## src/rtl/uart_pkg.sv

```systemverilog
// rtl/uart_pkg.sv - shared UART state encodings, defaults and helpers
package uart_pkg;

   localparam int DEF_DATA_BITS  = 8;
   localparam int DEF_OVERSAMPLE = 16;

   typedef enum logic [2:0] {
      ST_IDLE   = 3'd0,
      ST_START  = 3'd1,
      ST_DATA   = 3'd2,
      ST_PARITY = 3'd3,
      ST_STOP   = 3'd4
   } uart_state_e;

   function automatic int umax(input int a, input int b);
      return (a > b) ? a : b;
   endfunction

endpackage

```

## src/rtl/uart_sync.sv

```systemverilog
// rtl/uart_sync.sv - two-flop synchroniser for an asynchronous single-bit input
module uart_sync #(
   parameter logic RESET_VAL = 1'b1
) (
   input  logic clk,
   input  logic rst_n,
   input  logic d_i,
   output logic q_o
);

   logic meta_q;
   logic sync_q;

   always_ff @(posedge clk or negedge rst_n) begin
      if (!rst_n) begin
         meta_q <= RESET_VAL;
         sync_q <= RESET_VAL;
      end else begin
         meta_q <= d_i;
         sync_q <= meta_q;
      end
   end

   assign q_o = sync_q;

endmodule

```

## src/rtl/uart_rx.sv

```systemverilog
// rtl/uart_rx.sv - oversampling UART receiver; define UART_RX_PARITY_EN for a parity bit
module uart_rx
   import uart_pkg::*;
#(
   parameter int DATA_BITS  = DEF_DATA_BITS,
   parameter int OVERSAMPLE = DEF_OVERSAMPLE,
   parameter int STOP_TICKS = 16
`ifdef UART_RX_PARITY_EN
   ,
   parameter bit PARITY_ODD = 1'b0
`endif
) (
   input  logic                 clk,
   input  logic                 reset,
   input  logic                 s_tick,
   input  logic                 rx,
   output logic [DATA_BITS-1:0] dout,
   output logic                 rx_done_tick,
   output logic                 frame_err
`ifdef UART_RX_PARITY_EN
   ,
   output logic                 parity_err
`endif
);

   localparam int SW = $clog2(umax(OVERSAMPLE, STOP_TICKS));
   localparam int NW = $clog2(DATA_BITS);
   localparam logic [SW-1:0] S_MID  = SW'(OVERSAMPLE / 2 - 1);
   localparam logic [SW-1:0] S_BIT  = SW'(OVERSAMPLE - 1);
   localparam logic [SW-1:0] S_STOP = SW'(STOP_TICKS - 1);
   localparam logic [NW-1:0] N_LAST = NW'(DATA_BITS - 1);

   logic                 rx_s;
   uart_state_e          state_q, state_d;
   logic [SW-1:0]        s_q, s_d;
   logic [NW-1:0]        n_q, n_d;
   logic [DATA_BITS-1:0] shift_q, shift_d;
   logic [DATA_BITS-1:0] dout_q, dout_d;
   logic                 done_q, done_d;
   logic                 ferr_q, ferr_d;
`ifdef UART_RX_PARITY_EN
   logic                 par_q, par_d;
   logic                 perr_q, perr_d;
`endif

   uart_sync #(.RESET_VAL(1'b1)) u_rx_sync (
      .clk   (clk),
      .rst_n (reset),
      .d_i   (rx),
      .q_o   (rx_s)
   );

   always_ff @(posedge clk or negedge reset) begin
      if (!reset) begin
         state_q <= ST_IDLE;
         s_q     <= '0;
         n_q     <= '0;
         shift_q <= '0;
         dout_q  <= '0;
         done_q  <= 1'b0;
         ferr_q  <= 1'b0;
`ifdef UART_RX_PARITY_EN
         par_q   <= 1'b0;
         perr_q  <= 1'b0;
`endif
      end else begin
         state_q <= state_d;
         s_q     <= s_d;
         n_q     <= n_d;
         shift_q <= shift_d;
         dout_q  <= dout_d;
         done_q  <= done_d;
         ferr_q  <= ferr_d;
`ifdef UART_RX_PARITY_EN
         par_q   <= par_d;
         perr_q  <= perr_d;
`endif
      end
   end

   always_comb begin
      state_d = state_q;
      s_d     = s_q;
      n_d     = n_q;
      shift_d = shift_q;
      dout_d  = dout_q;
      done_d  = 1'b0;
      ferr_d  = ferr_q;
`ifdef UART_RX_PARITY_EN
      par_d   = par_q;
      perr_d  = perr_q;
`endif
      case (state_q)
         // Start edge is taken on any clock so the mid-bit point is tick-accurate.
         ST_IDLE: begin
            if (!rx_s) begin
               state_d = ST_START;
               s_d     = '0;
            end
         end
         ST_START: begin
            if (s_tick) begin
               if (s_q == S_MID) begin
                  if (!rx_s) begin
                     state_d = ST_DATA;
                     s_d     = '0;
                     n_d     = '0;
                  end else begin
                     state_d = ST_IDLE;
                  end
               end else begin
                  s_d = s_q + 1'b1;
               end
            end
         end
         ST_DATA: begin
            if (s_tick) begin
               if (s_q == S_BIT) begin
                  s_d     = '0;
                  shift_d = {rx_s, shift_q[DATA_BITS-1:1]};
                  if (n_q == N_LAST) begin
`ifdef UART_RX_PARITY_EN
                     state_d = ST_PARITY;
`else
                     state_d = ST_STOP;
`endif
                  end else begin
                     n_d = n_q + 1'b1;
                  end
               end else begin
                  s_d = s_q + 1'b1;
               end
            end
         end
`ifdef UART_RX_PARITY_EN
         ST_PARITY: begin
            if (s_tick) begin
               if (s_q == S_BIT) begin
                  s_d     = '0;
                  par_d   = rx_s;
                  state_d = ST_STOP;
               end else begin
                  s_d = s_q + 1'b1;
               end
            end
         end
`endif
         ST_STOP: begin
            if (s_tick) begin
               if (s_q == S_STOP) begin
                  state_d = ST_IDLE;
                  dout_d  = shift_q;
                  ferr_d  = ~rx_s;
                  done_d  = 1'b1;
`ifdef UART_RX_PARITY_EN
                  perr_d  = (^shift_q) ^ par_q ^ PARITY_ODD;
`endif
               end else begin
                  s_d = s_q + 1'b1;
               end
            end
         end
         default: begin
            state_d = ST_IDLE;
         end
      endcase
   end

   assign dout         = dout_q;
   assign rx_done_tick = done_q;
   assign frame_err    = ferr_q;
`ifdef UART_RX_PARITY_EN
   assign parity_err   = perr_q;
`endif

endmodule

```

## config.mk

```make
export PLATFORM = sky130hd
export DESIGN_NAME = uart_rx
export DESIGN_NICKNAME = d
export VERILOG_FILES = /design/src/rtl/uart_pkg.sv /design/src/rtl/uart_sync.sv /design/src/rtl/uart_rx.sv
export SDC_FILE = /design/constraint.sdc
export NUM_CORES = 1
export LEC_CHECK = 0
export ABC_AREA = 1
export CORE_MARGIN = 2
export CORE_UTILIZATION = 33
export CTS_BUF_LIST = sky130_fd_sc_hd__clkbuf_2
export DETAILED_ROUTE_END_ITERATION = 7
export PLACE_DENSITY = 0.6
export SLEW_MARGIN = 20
export SYNTH_ARGS = -nofsm -noshare
export SYNTH_HDL_FRONTEND = slang
export SYNTH_SLANG_ARGS = --single-unit
```

## constraint.sdc

```tcl
create_clock -name clk -period 4.1 [get_ports clk]
set_input_delay 1.23 -clock clk [delete_from_list [all_inputs] [get_ports clk]]
set_output_delay 1.23 -clock clk [all_outputs]
set_load 0.01 [all_outputs]
```

==> results.toml <==
[power]
seqPwrFrac = 0.400
pwr-share-clk = 0.153
p_per_area_mw_per_mm2 = 490
power_switching_uw = 419
comb_power_share = 0.447
p_leak_uw = 0.000919
swShare = 0.448
peakVddDrop_uv = 216
p_int_uw = 515

[setup_path]
slowest_delay_ns = 0.54
required_ns = 2.87
arrival_ns = 1.28
critical_path.top_delay_family = "buffers and inverters"
path_max_fanout = 2
endpoint_kind = "primary output"
crit_buf_inv = 1
path_cells = "clkdlybuf4s50_1"
crit_type = "flop to primary output"
startpoint_type = "flop"
worst_path_max_delay_cell = "clkdlybuf4s50_1"

[sta]
rsz0062_at_grt = "no"
skew_ns = 0.0203
fmax_mhz = 399
setup_ws_ns = 1.59
worst_pin_slew_ns = 0.392
maxSlewViolCount = 0
tns_ns = 0
finalSetupViolCount = 0
finalHoldViolCount = 0
period_needed_ns = 2.51
finalCritPeriodShare = 0.611
relSlewSlack = 0.738

[floorplanning]
dieArea_sq_mm = 0.00564
initial_core_util = 0.349
rows = 25
coreArea_sq_mm = 0.00479
die_h_um = 75.1
io_pins = 14
die_x_um = 75.1

[flow_run]
drv_cap = 0

[routing]
ant_nets = 0
drc = 0
vias = 1265
wire_per_inst_um = 10.7
drt_wl_total_um = 3050
viasPerCell = 4.44
drt_iter0_drc = 80
first_pass_iters = 4

[clock_network]
clock-sinks = 30
cts_buffers = 5
cts_htree_levels = 2
holdBufCountCts = 0
clockBufferDepth = 2
cts_tree = "yes"
cts_root_buf = "clkbuf_2"
clk_pin_slew_ns = 0.16
post_cts_buffers = 0
clk_latency_ns = 0.35
cts_resized = 0

[synthesis]
synth_area_sq_mm = 0.00167
yosysTopAreaCell = "dfrtp_1"
synth_async_sr_flop_share = 1.00
yosysWarningCount = 0
synth_common_cells = "71 x nand2_1, 28 x dfrtp_1, 17 x o21ai_2, 16 x nand3_1, 15 x inv_1"
postSynthAreaPerCell_sq_um = 8.43
synth.most_common_cell = "nand2_1"
ys_seq_area_frac = 0.451
synth_cell_types = 20
synth_nets = 205
syn_inst = 198
synth_edf_count = 0
synth_top_area_share = 0.420
synth_seq_cells = 30
synth_top_flop_cell = "dfrtp_1"
synth_area_leaders = "dfrtp_1 42%, nand2_1 16%, o21ai_2 8.9%"

[placement]
gp_congestion = 0.854
io_buffers = 13
pre_cts_ws_ns = 1.50
place_hpwl_um = 2240

[hold_path]
hp-class = "flop to flop"

[grt]
grt_pass1_wl_um = 5240
grt_max_degree = 31
antenna_found_initial = 0
grt_pass1_vias = 1134
grt_use_total = 0.123
grt-ovfl-total = 0

[status]
status = "complete, no violations"

[cells_and_area]
layout-drive-gt1-share = 0.243
area_delta_synth_final_pct = 14.2
nets = 224
n_antenna_cell = 0
[layout by cell type, fill, tap and decap left out, drive strengths merged]
master	n
inv	22
nand4	2
dfstp	2
a21oi	3
ha	3
nand3b	5
clkinv	1
buf	1
o21ai	17
clkbuf	7
dfrtp	28
nand3	21
or2	1
nor2	17
clkdlybuf4s50	13
nand2	75
[final timing paths]
check | cells past startpoint | end | slack, ns | startpoint
min | 0 | u_rx_sync.q_o | 0.37 | u_rx_sync.meta_q
max | 1 | dout[5] | 1.59 | dout[5]
min reg2reg | 0 | u_rx_sync.q_o | 0.37 | u_rx_sync.meta_q
min in group asynchronous | 2 | rx_done_tick | 1.23 | reset
max in group asynchronous | 2 | u_rx_sync.meta_q | 2.53 | reset
max reg2reg | 6 | dout[3] | 2.41 | s_q[0]
[through the flow]
step                      total power [uW]  area (sq um)  std cells  hold WS [ns]   util
after global placement                 798          1870        277         0.347  0.390
after floorplan                        710          1670        198         0.345      -
after global routing                  1020          1910        285         0.368  0.398
after CTS                              945          1910        285         0.367  0.398
after detailed placement               797          1870        277         0.348  0.390
final                                  934          1910        285         0.366  0.398
[kinds of logic (layout without fill, tap and decap cells)]
family,Yosys count,count (layout),share of synthesized area
AO/OA/AOI/OAI,20,20,0.103
adder cells (fa/ha/maj),3,3,0.0225
buffers and inverters,24,44,0.0630
flip-flops,30,30,0.451
AND/OR/NAND/NOR,121,121,0.361
[final cells by class]
| cell class | instances | area (sq um) |
|---|---|---|
| timing repair buffer | 14 | 138 |
| tap | 67 | 83.8 |
| clock inverter | 1 | 3.75 |
| inverter | 22 | 82.6 |
| fill | 482 | 2880 |
| multi-input combinational | 144 | 811 |
| clock buffer | 7 | 35.0 |
| sequential | 30 | 753 |
[routing by layer]
layer	vias up	global-route usage	part of all wire
met5	-	0	0
met4	0	0.0357	0.0033
met1	574	0.180	0.50
met2	22	0.175	0.46
met3	2	0.0388	0.038
li1	667	-	-
[power by group through the flow]
stage               clock network [uW]  logic, uW  registers, uW
floorplan                            0        343            368
global placement                     0        419            379
detailed placement                   0        418            379
CTS                                152        421            373
global route                       161        480            378
finish                             143        417            374
[registers in the layout, summed over array words and instances (netlist names)]
signal / count
u_rx_sync.meta_q: 1
rx_done_tick: 1
n_q: 3
u_rx_sync.q_o: 1
frame_err: 1
dout: 8
shift_q: 8
state_q: 3
s_q: 4
No activity file was read; power rests on OpenSTA's default activity.
